**src/rtl/fsk_rx_sequencer.sv**
```systemverilog
// fsk_rx_sequencer: classifies FSK symbols, locks on preamble/delimiter and assembles data words.
module fsk_rx_sequencer #(
  parameter int NBITS = 12,
  parameter int PREAMBLE_MIN = 5,
  parameter int TIMEOUT = 2000000
) (
  input  logic             clk,
  input  logic             rst_n,
  input  logic             en,
  input  logic [31:0]      freq_in,
  input  logic             freq_valid,
  input  logic [31:0]      thr_bit,
  input  logic [31:0]      f_min,
  output logic [1:0]       state,
  output logic             locked,
  output logic             bit_out,
  output logic             bit_valid,
  output logic [NBITS-1:0] data_word,
  output logic             word_valid,
  output logic             loss
);
  localparam int ZW = $clog2(PREAMBLE_MIN + 1);
  localparam int BW = $clog2(NBITS);
  localparam int TW = $clog2(TIMEOUT);
  localparam logic [ZW-1:0] ZMAX = ZW'(PREAMBLE_MIN);
  localparam logic [BW-1:0] BMAX = BW'(NBITS - 1);
  localparam logic [TW-1:0] TMAX = TW'(TIMEOUT - 1);
  typedef enum logic [1:0] {IDLE, HUNT, SYNC, DATA} state_t;
  state_t cur, nxt;
  logic [ZW-1:0] zcnt, zcnt_n;
  logic [BW-1:0] bcnt, bcnt_n;
  logic [TW-1:0] tcnt, tcnt_n;
  logic [NBITS-1:0] shreg, shreg_n, word_n, shifted;
  logic bit_n, bv_n, wv_n, loss_n, sym_one, lost;
  assign sym_one = freq_in >= thr_bit;
  assign lost = (freq_valid && freq_in < f_min) || (!freq_valid && tcnt == TMAX);
  assign shifted = {shreg[NBITS-2:0], sym_one};
  assign state = cur;
  always_comb begin
    nxt = cur;
    zcnt_n = zcnt;
    bcnt_n = bcnt;
    tcnt_n = tcnt == TMAX ? tcnt : tcnt + TW'(1);
    shreg_n = shreg;
    word_n = data_word;
    bit_n = bit_out;
    bv_n = 1'b0;
    wv_n = 1'b0;
    loss_n = 1'b0;
    if (!en) begin
      nxt = IDLE;
      zcnt_n = '0;
      bcnt_n = '0;
      tcnt_n = '0;
      shreg_n = '0;
      word_n = '0;
    end else if (cur == IDLE) begin
      nxt = HUNT;
      tcnt_n = '0;
    end else if (lost) begin
      nxt = HUNT;
      loss_n = 1'b1;
      zcnt_n = '0;
      bcnt_n = '0;
      tcnt_n = '0;
      shreg_n = '0;
    end else if (freq_valid) begin
      tcnt_n = '0;
      case (cur)
        HUNT: begin
          zcnt_n = sym_one ? '0 : (zcnt == ZMAX ? zcnt : zcnt + ZW'(1));
          nxt = (!sym_one && zcnt_n == ZMAX) ? SYNC : HUNT;
        end
        SYNC: begin
          nxt = sym_one ? DATA : SYNC;
          bcnt_n = '0;
          shreg_n = '0;
        end
        DATA: begin
          bit_n = sym_one;
          bv_n = 1'b1;
          shreg_n = shifted;
          wv_n = bcnt == BMAX;
          word_n = wv_n ? shifted : data_word;
          bcnt_n = wv_n ? '0 : bcnt + BW'(1);
        end
        default: ;
      endcase
    end
  end
  always_ff @(posedge clk or negedge rst_n) begin
    if (!rst_n) begin
      cur <= IDLE;
      zcnt <= '0;
      bcnt <= '0;
      tcnt <= '0;
      shreg <= '0;
      data_word <= '0;
      locked <= 1'b0;
      bit_out <= 1'b0;
      bit_valid <= 1'b0;
      word_valid <= 1'b0;
      loss <= 1'b0;
    end else begin
      cur <= nxt;
      zcnt <= zcnt_n;
      bcnt <= bcnt_n;
      tcnt <= tcnt_n;
      shreg <= shreg_n;
      data_word <= word_n;
      locked <= nxt == DATA;
      bit_out <= bit_n;
      bit_valid <= bv_n;
      word_valid <= wv_n;
      loss <= loss_n;
    end
  end
endmodule
```
**config.mk**
```make
export PLATFORM = sky130hd
export DESIGN_NAME = fsk_rx_sequencer
export DESIGN_NICKNAME = d
export VERILOG_FILES = /design/src/rtl/fsk_rx_sequencer.sv
export SDC_FILE = /design/constraint.sdc
export NUM_CORES = 1
export LEC_CHECK = 0
export CORE_ASPECT_RATIO = 0.5
export CORE_MARGIN = 2
export CORE_UTILIZATION = 53
export DETAILED_ROUTE_END_ITERATION = 6
export PLACE_DENSITY = 0.87
export SETUP_SLACK_MARGIN = 0.5
export SYNTH_ARGS = -nofsm -noshare
export SYNTH_HDL_FRONTEND = slang
export SYNTH_SLANG_ARGS = --single-unit
```
**constraint.sdc**
```tcl
create_clock -name clk -period 6.8 [get_ports clk]
set_input_delay 1.7 -clock clk [delete_from_list [all_inputs] [get_ports clk]]
set_output_delay 1.7 -clock clk [all_outputs]
set_load 0.05 [all_outputs]
```
== Yosys cells after proc, flatten, opt, wreduce, memory -nomap -nowiden ==
Index checks and enable logic that the tools add are counted.
Word-level totals
  register bits: 58
  input bits: 100
  logic and storage cells: 95
Operators by class
  add/sub/neg operators: 3
  $lt $le $gt $ge: 2
  equality and inequality tests: 17
  multiplexer cells: 49
  bitwise logic cells: 2
  reductions and logical operators: 11
Operators with widths (count)
  $mux W21: 5
  $mux W12: 6
  $mux W11: 4
  $ge A32 B32 Y1: 1
  $lt A32 B32 Y1: 1
  $pmux W11 S2: 1
  $add A21 B1 Y21 const B: 1
  $eq A21 B21 Y1 const B: 1
  $mux W3: 7
  $mux W4: 5
  $mux W1: 14
  $mux W2: 5
  $reduce_and A5 Y1: 2
  $pmux W4 S2: 1
  $eq A2 B2 Y1 const B: 3
  $eq A3 B3 Y1 const B: 2
  $ne A2 B1 Y1 const B: 3
  $ne A3 B1 Y1 const B: 2
  $reduce_and A3 Y1: 2
  $ne A5 B4 Y1 const B: 1
  $add A4 B1 Y4 const B: 1
  $eq A4 B4 Y1 const B: 1
  $ne A2 B2 Y1 const B: 2
  $ne A4 B1 Y1 const B: 1
  other kinds (8): 12

== Longest topological paths before layout ==
Gate-level depths: netlist of the first run.
  depth after elaboration: 12
  depth in mapped cells: 12
  mapped depth without buffers: 10

== Least setup slack after synthesis of the first run ==
Ideal clock, no wire load.
  path type: in2reg
  start: in f_min[15]
  end: reg bit_out
  library setup time: 0.128 ns
  data arrival time: 3.593 ns
  path slack: 3.079 ns
  stages: 10
  buffers on the path: 1
  cells stage by stage: inv_1 > ha_1 > nand4_1 > nor4_1 > o221ai_1 > o211ai_1 > a41oi_4 > buf_6 > nor3_4 > mux2_1
On the way
  longest elaborated chain between the ends: 5
Ends and longest elaborated chain
  start: declaration: RTL line 13  | input logic [31:0] f_min,
  $lt A32 B32 Y1: RTL line 36  | assign lost = (freq_valid && freq_in < f_min) || (!freq_valid && tcnt == TMAX);
  $logic_and A1 B1 Y1: RTL line 36
  $logic_or A1 B1 Y1: RTL line 36
  $not A1 Y1 (no line)
  $reduce_and A5 Y1 (no line)
  end signal: assignment: RTL line 112  | bit_out <= bit_n;
  end: declaration: RTL line 16  | output logic bit_out,
Every way passes these cells.
A chain may end at the register's enable or synchronous reset.

== Worst setup path in the final report of the first run ==
Ends and elaborated chain as after synthesis.

==> summary.md, run 1 <==
| Metric | Value |
|---|---|
| Tmin final | 4.58 ns |
| Setup Buffers After CTS | 0 |
| Register Area | 1450 um2 |
| Cell area after synthesis | 4320 um2 |
| Fin cells | 729 |
| CP Cell Sequence | clkdlybuf4s50_1 -> inv_1 -> ha_1 -> nand4_1 -> nor4_1 -> o221ai_1 -> o211ai_1 -> a41oi_4 -> o21ai_4 -> nor3_4 -> mux2_1 |
| Synth area leader | dfrtp_1 |
| Die Ht | between 60 and 70 um |
| Antenna diode count | 0 |
| Startpoint Class | input port |
| H-tree depth | 3 |
| Site Rows | 23 |
| CTS Hold Buffers Added | 0 |
| Initial antenna violation count | 0 |
| Pwr/cell area | 169 nW/um2 |
| Fin. Hold Viols | 0 |
| Yosys warns | 0 |
| Die width | 132 um |
| Final wirelength | ~11000 um |
| Post-synth EDFFs | 0 |
| WP data required | 7.00 ns |
| Max Fclk | 0.218 GHz |
| Core Box Area | 7970 um2 |
| Fillers | 589 |
| Crit path max fanout | 27 |
| Unrepaired setup endpoints after global routing | no |
| Final cell utilization of the core | 0.739 |
| Crit path max-delay cell type | o21ai_4 |
| Period Utilization, post-route | 0.674 |
| Routed via count | ~4000 |
| DRC | 0 |
| Post-CTS Resized | 0 |
| Avg Synthesized Cell Area | around 8.8 um2 |
| Placer Congestion | 0.846 |
| #FFs+latches synth | 58 |
| Largest net degree at the start of global routing | 59 |
| Status | finished clean |
| Port-buffer cells | 118 |
| LEAKAGE | approximately 0.0028 uW |
| Mapped Cells | 490 |
| Via density per instance | 5.42 |
| Placed Cells | between 700 and 800 |
| Clock Latency Late Sink | 0.33 ns |
| Total grt overflow | 0 |
| WP data arrival | ~4.8 ns |
| Ys async rst share | 1.00 |
| Max transition margin | 0.524 |
| Reg clk slew, reported paths | 0.05 ns |
| Cell variety after synth | 53 |
| Antenna Nets Post-Route | 0 |
| Vias in the first global route | about 3800 |
| # setup viols final | 0 |
| Main synth FF type | dfrtp_1 |
| Layout overhead on the synthesized area | 36.3% |
| Area occupied by multi-input gates | 2530 um2 |
| Io pins | ~120 |
| Top cells by area, synth | dfrtp_1, ha_1, inv_1, nand2_1, a21oi_1 |
| VDD IR-drop max | about 170 uV |
| Overall Global Routing Usage | 0.245 |
| Least-Margin Pin Slew | roughly 0.71 ns |
| Maxcap violations | 0 |
| HP Class | reg2reg |
| Critical path class | in2reg |
| Syn Nets | between 600 and 700 |
| Final setup TNS | 0 ns |
| Worst stage delay on the critical path | 0.63 ns |
| CTS sink cnt | 58 |
| Clock root cell | clkbuf_16 |
| Initial Utilization | 0.542 |
| Num CTS Buffers | 9 |
| TritonRoute pass-1 iters | 5 |
| Detailed Route Iter0 Violations | 242 |
| CTS tree | built |
| # nets final | 783 |
| Max-slew violation total from the final report | 0 |
| Share of post-route cells with drive strength above 1 | 0.0389 |
| Share of the synthesized area in the top cell type | 0.336 |
| Sequential share of the synthesized area | 0.336 |
| Post-DP HPWL | between 8000 and 9000 um |
| First-pass GRT wire length | 17500 um |
| Worst setup EP type | flop |
| Post-Route Skew | about 0.0066 ns |
| Routed length per instance | 14.6 um |
| Max clock buf depth | 2 |
| Die area | 8940 um2 |
[critical path, delay by kind of cell]
kind	cells	cell delay (ns)
adders and majority gates	1	0.30
buffers and inverters	2	0.49
and+or+nand+nor	3	0.62
muxes	1	0.33
AOI/OAI and AO/OA	4	1.33
[cell families (layout without fill, tap and decap cells)]
family | Yosys count | count (layout) | share of synthesized area
xor gates and xnor gates | 19 | 19 | 0.0385
buffers and inverters | 85 | 212 | 0.0790
adders and majority gates | 71 | 71 | 0.205
muxes | 2 | 2 | 0.00492
AOI/OAI and AO/OA | 102 | 102 | 0.159
and+or+nand+nor | 153 | 153 | 0.177
DFF | 58 | 58 | 0.336
[area by class of cell]
cell class,instances,share of cell area
Clock inverter,2,0.00594
Sequential cell,58,0.246
Multi-Input combinational cell,347,0.429
Timing Repair Buffer,119,0.201
Clock buffer,14,0.0448
Inverter,77,0.0490
Tap cell,112,0.0238
[report_power, final]
group | internal [uW] | switching (uW)
logic | 100 | 97.6
clock network | 303 | 146
registers | 349 | 3.06
total | 752 | 246
[flip-flops by register name (all words and copies together) (netlist names)]
| register | cells |
|---|---|
| tcnt | 21 |
| locked | 1 |
| zcnt | 3 |
| data_word | 12 |
| bcnt | 4 |
| bit_out | 1 |
| word_valid | 1 |
| shreg | 11 |
| state | 2 |
| bit_valid | 1 |
| loss | 1 |
[metrics by stage]
step	setup slack (ns)	hold WS [ns]	cell area, um2	total power, uW
6_report	2.22	0.466	5890	998
5_1_grt	1.96	0.489	5890	1040
3_5_place_dp	1.95	0.463	5590	554
3_3_place_gp	2.04	0.452	5590	546
2_1_floorplan	3.08	0.433	4320	457
4_1_cts	2.24	0.469	5890	1000
[synthesized netlist by cell type, types with 2 or more instances]
library cell,n
buf_6,2
o21ai_1,10
o21a_1,5
inv_1,77
buf_2,3
xor2_1,11
nor3b_1,3
o21ai_0,13
a22o_1,14
a21oi_1,29
clkbuf_1,2
a31oi_1,2
o211ai_1,3
o221ai_1,2
xnor2_1,8
a21o_1,6
nor4_1,3
nor2_1,37
nand3_1,18
nand2_1,47
nand3b_1,2
and3_1,6
dfrtp_1,58
nor3_1,6
or3_1,2
nand4_1,17
a211oi_1,4
ha_1,71
nor2b_1,2
a21boi_0,4
[placed cells by master (no fill, tap or decap), types with 4 or more instances in the layout]
| cell type | instances |
|---|---|
| clkbuf_16 | 9 |
| nand2_1 | 47 |
| a21o_1 | 6 |
| inv_1 | 77 |
| o21ai_0 | 13 |
| a21oi_1 | 29 |
| o21ai_1 | 10 |
| nor2_1 | 37 |
| a22o_1 | 14 |
| nor3_1 | 6 |
| dfrtp_1 | 58 |
| a211oi_1 | 4 |
| xor2_1 | 11 |
| xnor2_1 | 8 |
| nand4_1 | 17 |
| and3_1 | 6 |
| nand3_1 | 18 |
| a21boi_0 | 4 |
| clkdlybuf4s50_1 | 117 |
| ha_1 | 71 |
| o21a_1 | 5 |
[final timing paths]
check                      slack (ns)       from           end  cells past startpoint
max in group asynchronous        4.81      rst_n  data_word[0]                      2
setup / recovery                 2.22  f_min[15]       bit_out                     11
setup reg to reg                 3.77   tcnt[12]       bit_out                      8
min in group asynchronous        1.51      rst_n      tcnt[11]                      2
hold / removal                   0.47    tcnt[0]       tcnt[0]                      1
hold reg to reg                  0.47    tcnt[0]       tcnt[0]                      1
[layer usage]
| layer | up-vias | GRT usage | wire (um) |
|---|---|---|---|
| met3 | 13 | 0.0630 | 585 |
| li1 | 1940 | - | - |
| met4 | 0 | 0.0611 | 118 |
| met1 | 1869 | 0.297 | 4770 |
| met5 | - | 0 | 0 |
| met2 | 130 | 0.451 | 5190 |
Power figures use the tool's default switching activity.
==> inputs of run 2 (changes only) <==
Settings changed: CORE_UTILIZATION 53 to 49, PLACE_DENSITY 0.87 to 0.81.
Clock period 6.8 ns to 4.6 ns, I/O delays scaled along.
==> run 2 against run 1 <==
Effect of this change:
- global-route usage fell by 1.4 points
- worst setup slack got worse by 1.5 ns
- clock power rose by 62%
- clock skew rose by 0.00058 ns
- first-iteration DRC count fell by 30%
- worst hold slack got worse by 0.0088 ns
- via count fell by 1.7%
- register-to-register slack got worse by 2.1 ns
- largest power group unchanged
==> summary.md, run 2 (same netlist as run 1, synthesis figures left out) <==
| Metric | Value |
|---|---|
| Initial Utilization | 0.500 (was 0.542) |
| HP Class | reg2reg (unchanged) |
| Worst r2r path cells | 9 (was 8) |
| # nets final | 786 (was 783) |
| Maxcap violations | 0 (unchanged) |
| Die width | 137 um (was 132 um) |
| Routed length per instance | 14.4 um (was 14.6 um) |
| Worst R2R End | bcnt[3] (was bit_out) |
| Area occupied by multi-input gates | 2530 um2 (about the same) |
| Design Power | 1540 uW (was 998 uW) |
| Least-Margin Pin Slew | 0.568 ns (was 0.715 ns) |
| Overall Global Routing Usage | 0.232 (was 0.245) |
| Via density per instance | 5.27 (was 5.42) |
| DRC | 0 (unchanged) |
| Antenna diode count | 0 (unchanged) |
| Share of post-route cells with drive strength above 1 | 0.0500 (was 0.0389) |
| Worst setup path start | f_min[15] (unchanged) |
| Layout overhead on the synthesized area | 37.7% (was 36.3%) |
| Detailed Route Iter0 Violations | 170 (was 242) |
| Core Box Area | 8650 um2 (was 7970 um2) |
| Commonest non-fill, non-tap cells in the layout | clkdlybuf4s50_1, inv_1, ha_1 (unchanged) |
| TritonRoute pass-1 iters | 4 (was 5) |
| Tmin final | 3.91 ns |
| Die Ht | 70.4 um (was 67.9 um) |
| Routed via count | 3883 (was 3952) |
| # setup viols final | 0 (unchanged) |
| Biggest regs | tcnt x21, data_word x12, shreg x11 (unchanged) |
| Io pins | 119 (unchanged) |
| Largest net degree at the start of global routing | 34 (was 59) |
| Antenna Nets Post-Route | 0 (unchanged) |
| Max-slew violation total from the final report | 0 (unchanged) |
| WP data required | 4.81 ns (was 7.00 ns) |
| Total grt overflow | 0 (unchanged) |
| Most common cell after layout, fill and taps aside | clkdlybuf4s50_1 (unchanged) |
| Post-Route Skew | 0.00715 ns (was 0.00657 ns) |
| Unrepaired setup endpoints after global routing | no (unchanged) |
| Num CTS Buffers | 9 (unchanged) |
| First-pass GRT wire length | 17800 um (was 17500 um) |
| Vias in the first global route | 3956 (was 3816) |
| Clock Latency Late Sink | 0.33 ns (about the same) |
| Fillers | 685 (was 589) |
| Site Rows | 24 (was 23) |
| Met1 Usage GRT | 0.288 (was 0.297) |
| Port-buffer cells | 118 (unchanged) |
| Met3 global-route usage | 0.0312 (was 0.0630) |
| CTS Hold Buffers Added | 0 (unchanged) |
| Met2 GRT Util | 0.416 (was 0.451) |
| Placer Congestion | 0.868 (was 0.846) |
| Reg clk slew, reported paths | 0.06 ns (was 0.05 ns) |
| Worst setup EP type | flop (unchanged) |
| Period Utilization, post-route | 0.849 |
| Max clock buf depth | 2 (unchanged) |
| Number of flip-flops in the largest register | 21 (unchanged) |
| Register Area | 1450 um2 (unchanged) |
| Pwr/cell area | 258 nW/um2 (was 169 nW/um2) |
| H-tree depth | 3 (unchanged) |
| Max Fclk | 0.256 GHz |
| Final wirelength | 10600 um (was 10700 um) |
| CTS sink cnt | 58 (unchanged) |
| Clock root cell | clkbuf_16 (unchanged) |
| Post-DP HPWL | 8180 um (was 8210 um) |
| Gr busiest metal | met2 (unchanged) |
| Fin. Hold Viols | 0 (unchanged) |
| LEAKAGE | 0.00279 uW (was 0.00276 uW) |
| Initial antenna violation count | 0 (unchanged) |
| WP data arrival | 4.11 ns (was 4.78 ns) |
| CTS tree | built (unchanged) |
| Final setup TNS | 0 ns (unchanged) |
| VDD IR-drop max | 213 uV (was 168 uV) |
| Status | finished clean (unchanged) |
| Reg2Reg Setup Slack | 1.70 ns (was 3.77 ns) |
| Max transition margin | 0.621 (was 0.524) |
| Critical path class | in2reg (unchanged) |
| Worst setup endpoint | bcnt[2] (was bit_out) |
| Die area | 9630 um2 (was 8940 um2) |
| Crit path max fanout | 26 (was 27) |
| Startpoint Class | input port (unchanged) |
| Biggest register | tcnt (unchanged) |
| Worst r2r src | tcnt[12] (unchanged) |
## run 2: cell count changes in the layout (fill, tap and decap cells not counted), moves of 2 or more
cell,previous run,this run
buf_4,1,4
clkinv_4,0,2
clkinvlp_4,0,2
clkbuf_1,3,0
clkbuf_8,2,0
## run 2: cell type report
cell class,count,area share
clock buffer,9,0.0378
sequential,58,0.244
tap,117,0.0246
multi-input combinational,347,0.426
timing repair buffer,122,0.203
inverter,77,0.0485
clock inverter,7,0.0170
## run 2: critical path, stage by stage
cell	delay [ns]
clkdlybuf4s50_1	0.45
inv_1	0.04
ha_1	0.30
nand4_1	0.19
nor4_1	0.42
o221ai_1	0.21
o211ai_1	0.22
a41oi_4	0.32
o21ai_4	0.28
buf_4	0.31
o21ai_0	0.14
o41ai_1	0.08
## run 2: layer usage
metal  routed length, um  vias to the layer above  share of wire
met3                 536                       21          0.050
met2                5140                       93           0.48
met4                 225                        0          0.021
met1                4730                     1815           0.44
met5                   0                        -              0
li1                    -                     1954              -
## run 2: what timing repair did
item | CTS | global route
setup buffers | 0 | 0
hold endpoints to repair | 0 | 0
endpoints found under the setup margin | 0 | 22
gates resized for setup | 0 | 2
## run 2: through the flow
stage / area (um2) / utilization / setup slack (ns) / std cells / hold slack [ns]
detailed placement: 5620 / 0.650 / 0.349 / 721 / 0.462
global route: 5950 / 0.689 / 0.506 / 737 / 0.503
floorplan: 4320 / - / 1.43 / 490 / 0.433
CTS: 5950 / 0.688 / 0.612 / 737 / 0.462
global placement: 5620 / 0.650 / 0.565 / 721 / 0.454
finish: 5950 / 0.689 / 0.695 / 737 / 0.457
## run 2: where the power goes
| part | internal (uW) | switching [uW] |
|---|---|---|
| Combinational | 149 | 143 |
| Clock | 477 | 249 |
| Sequential | 515 | 4.44 |
| Total | 1140 | 397 |
## run 2: worst min-delay path by stage
| stage | startpoint | endpoint | slack (ns) | depth (start not counted) |
|---|---|---|---|---|
| after CTS | tcnt[0] | tcnt[0] | 0.46 | 1 |
| after global placement | tcnt[0] | tcnt[0] | 0.45 | 1 |
| after global routing | tcnt[0] | tcnt[0] | 0.50 | 1 |
| final | tcnt[0] | tcnt[0] | 0.46 | 1 |
| after detailed placement | tcnt[0] | tcnt[0] | 0.46 | 1 |
| after floorplan | tcnt[0] | tcnt[0] | 0.43 | 1 |
==> inputs of run 3 (changes only) <==
Clock period 4.6 ns to 3.8 ns, I/O delays scaled along.
==> run 3 against run 2 <==
Effect of this change:
- sequential share of layout area is 1.2 points lower
- final cell count increased by 2.2%
- global-route usage decreased by 1.1 points
- largest power group unchanged
- highest routed layer unchanged
- sequential power rose by 21%
- critical endpoint is now bit_out
- die area unchanged
==> summary.md, run 3 (same netlist as run 1, synthesis figures left out) <==
| Metric | Value |
|---|---|
| Worst stage delay on the critical path | 0.45 ns (about the same) |
| Port-buffer cells | 118 (unchanged) |
| Via density per instance | 5.23 (was 5.27) |
| Antenna Nets Post-Route | 0 (unchanged) |
| Final cell utilization of the core | 0.725 (was 0.689) |
| Reg2Reg Setup Slack | 1.10 ns (was 1.70 ns) |
| Clock Latency Late Sink | 0.32 ns (was 0.33 ns) |
| Maxcap violations | 0 (unchanged) |
| Site Rows | 24 (unchanged) |
| Worst setup EP type | flop (unchanged) |
| Max-slew violation total from the final report | 0 (unchanged) |
| TritonRoute pass-1 iters | 4 (unchanged) |
| Io pins | 119 (unchanged) |
| Layout overhead on the synthesized area | 44.9% (was 37.7%) |
| Share of post-route cells with drive strength above 1 | 0.113 (was 0.0500) |
| Die area | 9630 um2 (unchanged) |
| Status | finished clean (unchanged) |
| Least-Margin Pin Slew | 0.722 ns (was 0.568 ns) |
| Pwr/cell area | 291 nW/um2 (was 258 nW/um2) |
| Final wirelength | 10900 um (was 10600 um) |
| Routed via count | 3936 (was 3883) |
| Die width | 137 um (unchanged) |
| CP Buf/Inv Count | 3 (unchanged) |
| Core Box Area | 8650 um2 (unchanged) |
| Critical path class | in2reg (unchanged) |
| CTS Hold Buffers Added | 0 (unchanged) |
| Period Utilization, post-route | 0.847 |
| Fillers | 628 (was 685) |
| Total grt overflow | 0 (unchanged) |
| WP data required | 4.00 ns (was 4.81 ns) |
| Clock root cell | clkbuf_16 (unchanged) |
| Max Fclk | 0.311 GHz |
| Detailed Route Iter0 Violations | 147 (was 170) |
| Biggest register | tcnt (unchanged) |
| Unrepaired setup endpoints after global routing | no (unchanged) |
| Post-Route Skew | 0.00588 ns (was 0.00715 ns) |
| Max transition margin | 0.519 (was 0.621) |
| Final setup TNS | 0 ns (unchanged) |
| Max clock buf depth | 2 (unchanged) |
| Vias in the first global route | 3828 (was 3956) |
| Startpoint Class | input port (unchanged) |
| CTS sink cnt | 58 (unchanged) |
| # nets final | 802 (was 786) |
| # setup viols final | 0 (unchanged) |
| Antenna diode count | 0 (unchanged) |
| Num CTS Buffers | 9 (unchanged) |
| CTS tree | built (unchanged) |
| Reg clk slew, reported paths | 0.05 ns (was 0.06 ns) |
| Tmin final | 3.22 ns |
| Biggest regs | tcnt x21, data_word x12, shreg x11 (unchanged) |
| WP data arrival | 3.42 ns (was 4.11 ns) |
| Initial Utilization | 0.500 (unchanged) |
| Routed length per instance | 14.5 um (was 14.4 um) |
| Die Ht | 70.4 um (unchanged) |
| Fin. Hold Viols | 0 (unchanged) |
| Number of flip-flops in the largest register | 21 (unchanged) |
| Top Family by Delay on Critical Path | buffers and inverters (was compound AO/OA/AOI/OAI gates) |
| H-tree depth | 3 (unchanged) |
| Placer Congestion | 0.879 (was 0.868) |
| HP Class | reg2reg (unchanged) |
| Initial antenna violation count | 0 (unchanged) |
| DRC | 0 (unchanged) |
| Commonest non-fill, non-tap cells in the layout | clkdlybuf4s50_1, inv_1, ha_1 (unchanged) |
| LEAKAGE | 0.00303 uW (was 0.00279 uW) |
| Crit path max-delay cell type | clkdlybuf4s50_1 (unchanged) |
| Most common cell after layout, fill and taps aside | clkdlybuf4s50_1 (unchanged) |
| CP Cell Sequence | clkdlybuf4s50_1 -> inv_1 -> ha_1 -> nand2_1 -> nor4_2 -> o221ai_2 -> o211ai_1 -> a41oi_4 -> buf_6 -> nor3_4 -> mux2_4 (was clkdlybuf4s50_1 -> inv_1 -> ha_1 -> nand4_1 -> nor4_1 -> o221ai_1 -> o211ai_1 -> a41oi_4 -> o21ai_4 -> buf_4 -> o21ai_0 -> o41ai_1) |
| VDD IR-drop max | 230 uV (was 213 uV) |
| Crit path max fanout | 5 (was 26) |
| Overall Global Routing Usage | 0.221 (was 0.232) |
| Post-DP HPWL | 8080 um (was 8180 um) |
| Largest net degree at the start of global routing | 59 (was 34) |
| First-pass GRT wire length | 17000 um (was 17800 um) |
-- run 3: changes by cell type in the layout (fill, tap and decap cells not counted), sizes merged --
cell,change
buf,+16
clkinv,+1
bufinv,-1
clkbuf,+2
clkinvlp,-1
dlymetal6s2s,+17
inv,-1
clkdlybuf4s50,-17
-- run 3: per-layer routing --
metal | track usage | up-vias | wire length (um)
met4 | 0.0550 | 0 | 192
met2 | 0.397 | 95 | 5420
li1 | - | 1977 | -
met5 | 0 | - | 0
met3 | 0.0428 | 14 | 505
met1 | 0.272 | 1850 | 4800
-- run 3: stage by stage --
step	setup WS (ns)	hold WS, ns	total power [uW]	instance area, um2	cells
global route	0.461	0.489	1910	6270	753
finish	0.580	0.457	1820	6270	753
CTS	0.504	0.462	1810	6010	745
floorplan	0.829	0.433	818	4320	490
detailed placement	0.0773	0.456	999	5670	726
global placement	0.144	0.452	988	5670	726
-- run 3: area by class of cell --
class	count	area [um2]	area share
multi-input combinational	347	2680	0.427
sequential	58	1450	0.232
timing repair buffer	138	1400	0.223
inverter	77	289	0.0461
clock buffer	11	253	0.0403
tap	117	146	0.0234
clock inverter	5	52.6	0.00839
-- run 3: final timing paths --
kind	to	start	cells after the start
max reg2reg	bit_out	tcnt[12]	8
max	bit_out	f_min[7]	11
max in group asynchronous	data_word[0]	rst_n	2
min reg2reg	tcnt[0]	tcnt[0]	1
min	tcnt[0]	tcnt[0]	1
min in group asynchronous	tcnt[0]	rst_n	2
-- run 3: what timing repair did --
action                     in CTS  in global routing
pin swaps                       7                 19
buffers inserted                3                  7
setup endpoints to repair      51                 53
gates cloned                    0                  1
gates resized for setup         2                 53
-- run 3: power by group --
group | internal (uW) | switching (uW) | total (uW) | leakage [uW]
Sequential | 624 | 5.32 | 630 | 0.000807
Combinational | 205 | 189 | 394 | 0.00207
Clock | 538 | 263 | 801 | 0.000151
-- run 3: worst register-to-register path: stages, from the launching register on --
cell,delay [ns]
dfrtp_1,0.44
or4b_1,0.55
nor4_2,0.27
and3_1,0.24
a211oi_2,0.07
a41oi_4,0.33
o21ai_4,0.11
nor3_4,0.25
mux2_4,0.32
